[src/rtl/calc_sequencer.sv]
`default_nettype none
// +------------------------------------------------------------------------+
// | Module      : calc_sequencer                                           |
// | Description : Control FSM for param_loader -> eig_core -> output_loader|
// |               Launches the core, hands its regime to the output loader,|
// |               queues one pending request and counts drops/completions. |
// |               Optional stage-hang abort enabled by SEQ_TIMEOUT_EN.     |
// | Revision    : 1.0  initial release                                     |
// +------------------------------------------------------------------------+
module calc_sequencer #(
  parameter int TIMEOUT_CYC = 1024,
  parameter int CNT_W       = 8
) (
  input  logic             clk,
  input  logic             rst,
  input  logic             calc_req,
  input  logic             core_busy,
  input  logic             ol_busy,
  input  logic [2:0]       regime,
  input  logic             clr_err,
  output logic             core_start,
  output logic             start_ol,
  output logic [2:0]       ol_mode,
  output logic             seq_busy,
  output logic             done,
  output logic [CNT_W-1:0] done_cnt,
  output logic [CNT_W-1:0] drop_cnt,
  output logic             timeout
);

  localparam logic [2:0] c_ST_IDLE     = 3'd0;
  localparam logic [2:0] c_ST_C_ARM    = 3'd1;
  localparam logic [2:0] c_ST_C_RUN    = 3'd2;
  localparam logic [2:0] c_ST_O_LAUNCH = 3'd3;
  localparam logic [2:0] c_ST_O_ARM    = 3'd4;
  localparam logic [2:0] c_ST_O_RUN    = 3'd5;
  localparam logic [2:0] c_ST_ERR      = 3'd6;

  localparam logic [CNT_W-1:0] c_CNT_MAX = {CNT_W{1'b1}};

  logic [2:0]       r_state;
  logic [2:0]       w_state_nxt;
  logic             r_pending;
  logic             w_pending_nxt;
  logic             w_drop;
  logic             w_timer_hit;
  logic             r_core_start;
  logic             r_start_ol;
  logic             w_core_start_nxt;
  logic             w_start_ol_nxt;
  logic             w_done;
  logic [2:0]       r_ol_mode;
  logic [CNT_W-1:0] r_done_cnt;
  logic [CNT_W-1:0] r_drop_cnt;

`ifdef SEQ_TIMEOUT_EN
  localparam int c_TMR_W = (TIMEOUT_CYC > 2) ? $clog2(TIMEOUT_CYC) : 1;
  localparam logic [c_TMR_W-1:0] c_TMR_LAST = c_TMR_W'(TIMEOUT_CYC - 1);

  logic [c_TMR_W-1:0] r_timer;
  logic               r_timeout;
  logic               w_wait_state;

  assign w_wait_state = (r_state == c_ST_C_ARM) || (r_state == c_ST_C_RUN) ||
                        (r_state == c_ST_O_ARM) || (r_state == c_ST_O_RUN);
  assign w_timer_hit  = w_wait_state && (r_timer == c_TMR_LAST);

  // Wait-state timer: restarts on every state change, advances only while waiting
  always_ff @(posedge clk) begin
    if (rst) begin
      r_timer <= '0;
    end else if (w_state_nxt != r_state) begin
      r_timer <= '0;
    end else if (w_wait_state) begin
      r_timer <= r_timer + c_TMR_W'(1);
    end
  end

  // Sticky abort flag, released only by clr_err while parked in ERR
  always_ff @(posedge clk) begin
    if (rst) begin
      r_timeout <= 1'b0;
    end else if (w_timer_hit) begin
      r_timeout <= 1'b1;
    end else if ((r_state == c_ST_ERR) && clr_err) begin
      r_timeout <= 1'b0;
    end
  end

  assign timeout = r_timeout;
`else
  localparam int c_UNUSED_TMO = TIMEOUT_CYC;
  logic w_unused_clr_err;

  assign w_unused_clr_err = clr_err;
  assign w_timer_hit      = 1'b0;
  assign timeout          = 1'b0;
`endif

  // State register
  always_ff @(posedge clk) begin
    if (rst) begin
      r_state <= c_ST_IDLE;
    end else begin
      r_state <= w_state_nxt;
    end
  end

  // Next-state logic; a queued or simultaneous request relaunches straight from O_RUN
  always_comb begin
    w_state_nxt = r_state;
    case (r_state)
      c_ST_IDLE:     if (calc_req || r_pending) w_state_nxt = c_ST_C_ARM;
      c_ST_C_ARM:    if (core_busy)             w_state_nxt = c_ST_C_RUN;
      c_ST_C_RUN:    if (!core_busy)            w_state_nxt = c_ST_O_LAUNCH;
      c_ST_O_LAUNCH:                            w_state_nxt = c_ST_O_ARM;
      c_ST_O_ARM:    if (ol_busy)               w_state_nxt = c_ST_O_RUN;
      c_ST_O_RUN: begin
        if (!ol_busy) begin
          w_state_nxt = (r_pending || calc_req) ? c_ST_C_ARM : c_ST_IDLE;
        end
      end
`ifdef SEQ_TIMEOUT_EN
      c_ST_ERR:      if (clr_err)               w_state_nxt = c_ST_IDLE;
`endif
      default:                                  w_state_nxt = c_ST_IDLE;
    endcase
    if (w_timer_hit) begin
      w_state_nxt = c_ST_ERR;
    end
  end

  // Output decode: launch pulses are derived from the transition being taken
  always_comb begin
    w_core_start_nxt = (w_state_nxt == c_ST_C_ARM) &&
                       ((r_state == c_ST_IDLE) || (r_state == c_ST_O_RUN));
    w_start_ol_nxt   = (w_state_nxt == c_ST_O_LAUNCH);
    w_done           = (r_state == c_ST_O_RUN) && !ol_busy && !w_timer_hit;
    seq_busy         = (r_state != c_ST_IDLE);
  end

  // Single-entry request queue and drop detection
  always_comb begin
    w_pending_nxt = r_pending;
    w_drop        = 1'b0;
    if (w_timer_hit || (r_state == c_ST_ERR)) begin
      w_pending_nxt = 1'b0;
      w_drop        = calc_req;
    end else if (w_core_start_nxt) begin
      // From O_RUN with a request already queued, a new request takes its slot
      w_pending_nxt = (r_state == c_ST_O_RUN) && r_pending && calc_req;
    end else if (calc_req) begin
      if (r_pending) begin
        w_drop = 1'b1;
      end else begin
        w_pending_nxt = 1'b1;
      end
    end
  end

  // Registered pulses, queue flag, latched regime and counters
  always_ff @(posedge clk) begin
    if (rst) begin
      r_core_start <= 1'b0;
      r_start_ol   <= 1'b0;
      r_pending    <= 1'b0;
      r_ol_mode    <= 3'd0;
      r_done_cnt   <= '0;
      r_drop_cnt   <= '0;
    end else begin
      r_core_start <= w_core_start_nxt;
      r_start_ol   <= w_start_ol_nxt;
      r_pending    <= w_pending_nxt;
      if ((r_state == c_ST_C_RUN) && (w_state_nxt == c_ST_O_LAUNCH)) begin
        r_ol_mode <= regime;
      end
      if (w_done) begin
        r_done_cnt <= r_done_cnt + CNT_W'(1);
      end
      if (w_drop && (r_drop_cnt != c_CNT_MAX)) begin
        r_drop_cnt <= r_drop_cnt + CNT_W'(1);
      end
    end
  end

  assign core_start = r_core_start;
  assign start_ol   = r_start_ol;
  assign ol_mode    = r_ol_mode;
  assign done       = w_done;
  assign done_cnt   = r_done_cnt;
  assign drop_cnt   = r_drop_cnt;

endmodule
`default_nettype wire

[config.mk]
export PLATFORM = sky130hd
export DESIGN_NAME = calc_sequencer
export DESIGN_NICKNAME = d
export VERILOG_FILES = /design/src/rtl/calc_sequencer.sv
export SDC_FILE = /design/constraint.sdc
export NUM_CORES = 1
export LEC_CHECK = 0
export BUFFER_PORTS_ARGS = -buffer_cell sky130_fd_sc_hd__buf_4
export CORE_ASPECT_RATIO = 0.8
export CORE_MARGIN = 2
export CORE_UTILIZATION = 40
export CTS_CLUSTER_DIAMETER = 150
export DETAILED_ROUTE_END_ITERATION = 8
export GPL_ROUTABILITY_DRIVEN = 0
export GPL_TIMING_DRIVEN = 0
export SYNTH_ARGS = -nofsm -noshare
export SYNTH_HDL_FRONTEND = slang
export SYNTH_SLANG_ARGS = --single-unit
[constraint.sdc]
create_clock -name clk -period 2.1 [get_ports clk]
set_input_delay 0.525 -clock clk [delete_from_list [all_inputs] [get_ports clk]]
set_output_delay 0.525 -clock clk [all_outputs]
set_load 0.05 [all_outputs]
[Yosys cells after proc, flatten, opt, wreduce, memory -nomap -nowiden]
Cells that the tools add are included.
Storage, ports and cells
  word-level logic and storage cells: 44
  bits of input ports: 9
  output and inout port bits: 24
  register bits: 25
Operators by class
  equal/unequal tests: 9
  add/sub/neg operators: 2
  muxes and demuxes: 13
  reductions and logical operators: 13
Operators by type and width (count)
  $pmux 3 s6: 1
  $add 8x1->8 const B: 2
  $mux 3: 5
  $eq 3x2->1 const B: 3
  $eq 3x3->1 const B: 3
  $ne 8x8->1 const B: 1
  $mux 1: 7
  $eq 3x1->1 const B: 2
  $logic_and 1x1->1: 6
  $logic_not 3->1: 1
  $reduce_bool 3->1: 1
  $logic_or 1x1->1: 2
  $reduce_bool 2->1: 1
  $reduce_or 2->1: 1
  $logic_not 1->1: 1

[Logic depth before layout (Yosys ltp)]
  word-level depth: 9
  mapped depth: 8
  depth with buffers taken out: 6

[Worst setup path after synthesis]
No wires, ideal clock.
  path type: flip-flop to flip-flop
  from: reg r_drop_cnt[0], in the netlist drop_cnt[0]
  to: reg r_drop_cnt[4], in the netlist drop_cnt[4]
  library setup time: 0.070 ns
  cell stages (with the launch flop): 6
  slack: 0.291 ns
  period minus slack after synthesis: 1.809 ns
  arrival time: 1.738 ns
  cells stage by stage: dfxtp_1 > ha_1 > nand2_1 > nor2_1 > or4b_1 > a21oi_1
On the way
  cells in the longest elaborated chain, start to end: 2
  elaborated cells between the ends (all ways): 3
  those cells by class: 1 x add/sub; 1 x eq/ne; 1 x reduce/logical
Ends and longest elaborated chain
  from (decl): line 54  | logic [CNT_W-1:0] r_drop_cnt;
  from (signal assigned): line 181  | r_drop_cnt <= r_drop_cnt + CNT_W'(1);
  parallel branches: the longest is 2 deep, another holds $add 8x1->8
Parallel ways; which one is timed is not known.
A chain may end at the register's enable or synchronous reset.

[Worst setup path after layout]
  from: reg r_state[0]
  to: out done
On the way
  cells in the longest elaborated chain, start to end: 2
Ends and longest elaborated chain
  from (decl): line 41  | logic [2:0] r_state;
  from (signal assigned): line 103  | r_state <= c_ST_IDLE;
  from (signal assigned): line 105  | r_state <= w_state_nxt;
  $eq 3x3->1: line 138  | w_done = (r_state == c_ST_O_RUN) && !ol_busy && !w_timer_hit;
  $logic_and 1x1->1: line 138
  to (decl): line 25  | output logic done,
No other way between the ends.

==> impl_results.md <==
- Via count: 1112
- Crit start category: flip-flop
- Mapped Cells: 135
- Net switching power: 0.260 mW
- Post-DRT Antenna Nets: 0
- Period minus WS final: 1.95 ns
- H-Tree Depth: 1
- Most common cell in the synthesized netlist: dfxtp_1
- Core ar.: 2850 sq um
- EDFF count, synth: 0
- Layout cells sized above 1: between 20% and 30%
- CTS tree: done
- Site row count: 17
- Synth top area share: 40.7%
- Starting density of the core: 43.2%
- PostCTS Resize Cnt: 0
- Die area: roughly 3500 sq um
- Layout Utilization: 54.2%
- Setup TNS: 0 ns
- Setup ws final: 0.150 ns
- Combinational share of power: between 10% and 20%
- Pwr dens: 605 nW/um^2
- Fillcell total: 272
- Cell accounting for the most synthesized area: dfxtp_1
- Global-route wire length before repair: 4490 um
- Total track usage: 16.7%
- Number of diodes: 0
- HPWL after detailed placement: 1940 um
- Period utilization: 92.9%
- Hold buffer count at cts: 0
- Met1 track demand over resource: 21.9%
- Mapped cell area: 1230 sq um
- Initial antenna violation count: 0
- Peak supply drop: 0.436 mV
- Flops & latches, synth: 25
- Initial drt markers: 57
- Vert. Die Dim: ~54 um
- Clock latency on the worst-skew pair: 0.27 ns
- Clk_skew: 0.00660 ns
- Top cells by area, synth: dfxtp_1, nor2_1, xor2_1
- Fin. Hold Viols: 0
- Arrival time worst endpoint: 1.43 ns
- Vias in the first global route: 996
- GR Layer Usage met3: approximately 3.8%
- Area Growth Syn to Fin: 25.5%
- Ys flop type: dfxtp_1
- Max_cap viols: 0
- Drt total wl: 2640 um
- Crit path kind: reg -> out
- Post-synth ARST share: 0%
- RSZ-0062 raised after global routing: no
- Clock slew at reported path FFs: 0.08 ns
- Yosys cell types: 45
- Post-CTS Setup Inserts: 0
- Internal: 0.675 mW
- Post-synth top cells: dfxtp_1, nor2_1, nand2_1
- GR Util met2: ~28%
- Vias/cell: between 5 and 6
- Pins Over Slew Limit: 0
- Port-buffer cells: 29
- Worst Path Max Fanout: 10
- Worst Setup End Kind: primary output
- Sw frac: ~28%
- Hold Path Class: in -> reg
- Ys Warns: 0
- Routed length per instance: between 10 and 15 um
- Worst hold margin: 0.494 ns
- Syn_nets: 146
- Clk buf depth: 2
- Required @ worst endpoint: roughly 1.6 ns
- Final Net Count: between 150 and 200
- Setup WS pre-CTS: 0.178 ns
- Total gr overflow: 0
- Average size of a mapped cell: 9.12 sq um
- Clock power share: 31.1%
- Status: complete, no violations
- Largest net degree at the start of global routing: 16
- Root Buffer: clkbuf_8
- DR pass1 iterations: 4
- Sequential share of power: 53.0%
- I/O pin total: 33
- Total CTS buffers: 3
- Final setup viols: 0
- CTS sink cnt: 25
- Post-route DRC: 0
- Die width: 66.0 um
- Most Used Layer, Global Route: met2
- Leak Pwr: 0.666 nW
- Seq/Total Area, Yosys: between 40% and 50%
- F_max: just over 500 MHz
==> final cells by class <==
class / count / area [sq um] / area share (%)
buffer: 7 / 46.3 / 3.00
clock buffer: 3 / 41.3 / 2.67
clock inverter: 1 / 7.51 / 0.486
inverter: 2 / 7.51 / 0.486
multi-input combinational: 101 / 677 / 43.8
sequential: 25 / 500 / 32.4
tap: 38 / 47.5 / 3.08
timing repair buffer: 29 / 218 / 14.1
==> routing by layer <==
metal	vias up	wire length (um)
met5	-	0
met4	0	17
met3	2	127
met2	22	1170
met1	532	1320
li1	556	-
==> critical path: stages, from the launching register on <==
cell and delay, ns:
dfxtp_1 0.33, buf_6 0.14, nand3b_4 0.08, nand2b_4 0.18, inv_2 0.09, buf_6 0.14, buf_4 0.20
==> flip-flops by register name, summed over array words and instances, names as in the netlist <==
register and count:
core_start 1, done_cnt 8, drop_cnt 8, ol_mode 3, r_pending 1, r_state 3, start_ol 1
==> cells by family after synthesis <==
group | after synthesis | share of synthesized area (%)
DFF | 25 | 40.7
other | 1 | 0.305
AOI/OAI and AO/OA | 27 | 16.0
xor gates and xnor gates | 7 | 4.98
muxes | 5 | 4.17
and+or+nand+nor | 59 | 27.5
adders and majority gates | 2 | 2.03
buffers and inverters | 9 | 4.37
==> worst paths after layout <==
check	depth (start not counted)	slack, ns	to	from
worst max-delay path	6	0.15	done	r_state[0]$_SDFF_PP0_
worst min register to register	2	0.50	ol_mode[1]$_SDFFE_PP0P_	ol_mode[1]$_SDFFE_PP0P_
worst min-delay path	3	0.49	ol_mode[1]$_SDFFE_PP0P_	regime[1]
worst max register to register	7	0.42	drop_cnt[5]$_SDFFE_PP0P_	r_state[0]$_SDFF_PP0_
==> placed cells by master, fill, tap and decap left out, types with 2 or more instances in the layout <==
| cell | count |
|---|---|
| clkbuf_8 | 3 |
| a211oi_1 | 3 |
| ha_1 | 2 |
| clkbuf_1 | 3 |
| mux2i_1 | 4 |
| a31oi_1 | 2 |
| inv_2 | 2 |
| xor2_1 | 6 |
| or3_1 | 3 |
| nand2_1 | 9 |
| buf_6 | 2 |
| dfxtp_1 | 25 |
| a21oi_1 | 8 |
| nand2b_1 | 4 |
| nor2_1 | 17 |
| nand3_1 | 2 |
| and3_1 | 5 |
| nor2b_1 | 4 |
| o21a_1 | 2 |
| nand4_1 | 5 |
| a2111oi_0 | 2 |
| buf_4 | 30 |
==> power by group through the flow <==
stage          clock network [mW]  logic (mW)  registers [mW]
2_1_floorplan                   0      0.0889           0.524
5_1_grt                     0.328       0.160           0.498
3_5_place_dp                    0       0.149           0.507
4_1_cts                     0.302       0.150           0.496
6_report                    0.291       0.149           0.496
3_3_place_gp                    0       0.145           0.506
==> metrics by stage <==
step / power, mW / cell area (sq um) / instances
2_1_floorplan: 0.613 / 1230 / 135
3_3_place_gp: 0.651 / 1500 / 202
3_5_place_dp: 0.655 / 1500 / 202
4_1_cts: 0.948 / 1550 / 206
5_1_grt: 0.986 / 1550 / 206
6_report: 0.935 / 1550 / 206
Note: power is estimated with default switching activity, not from simulation.
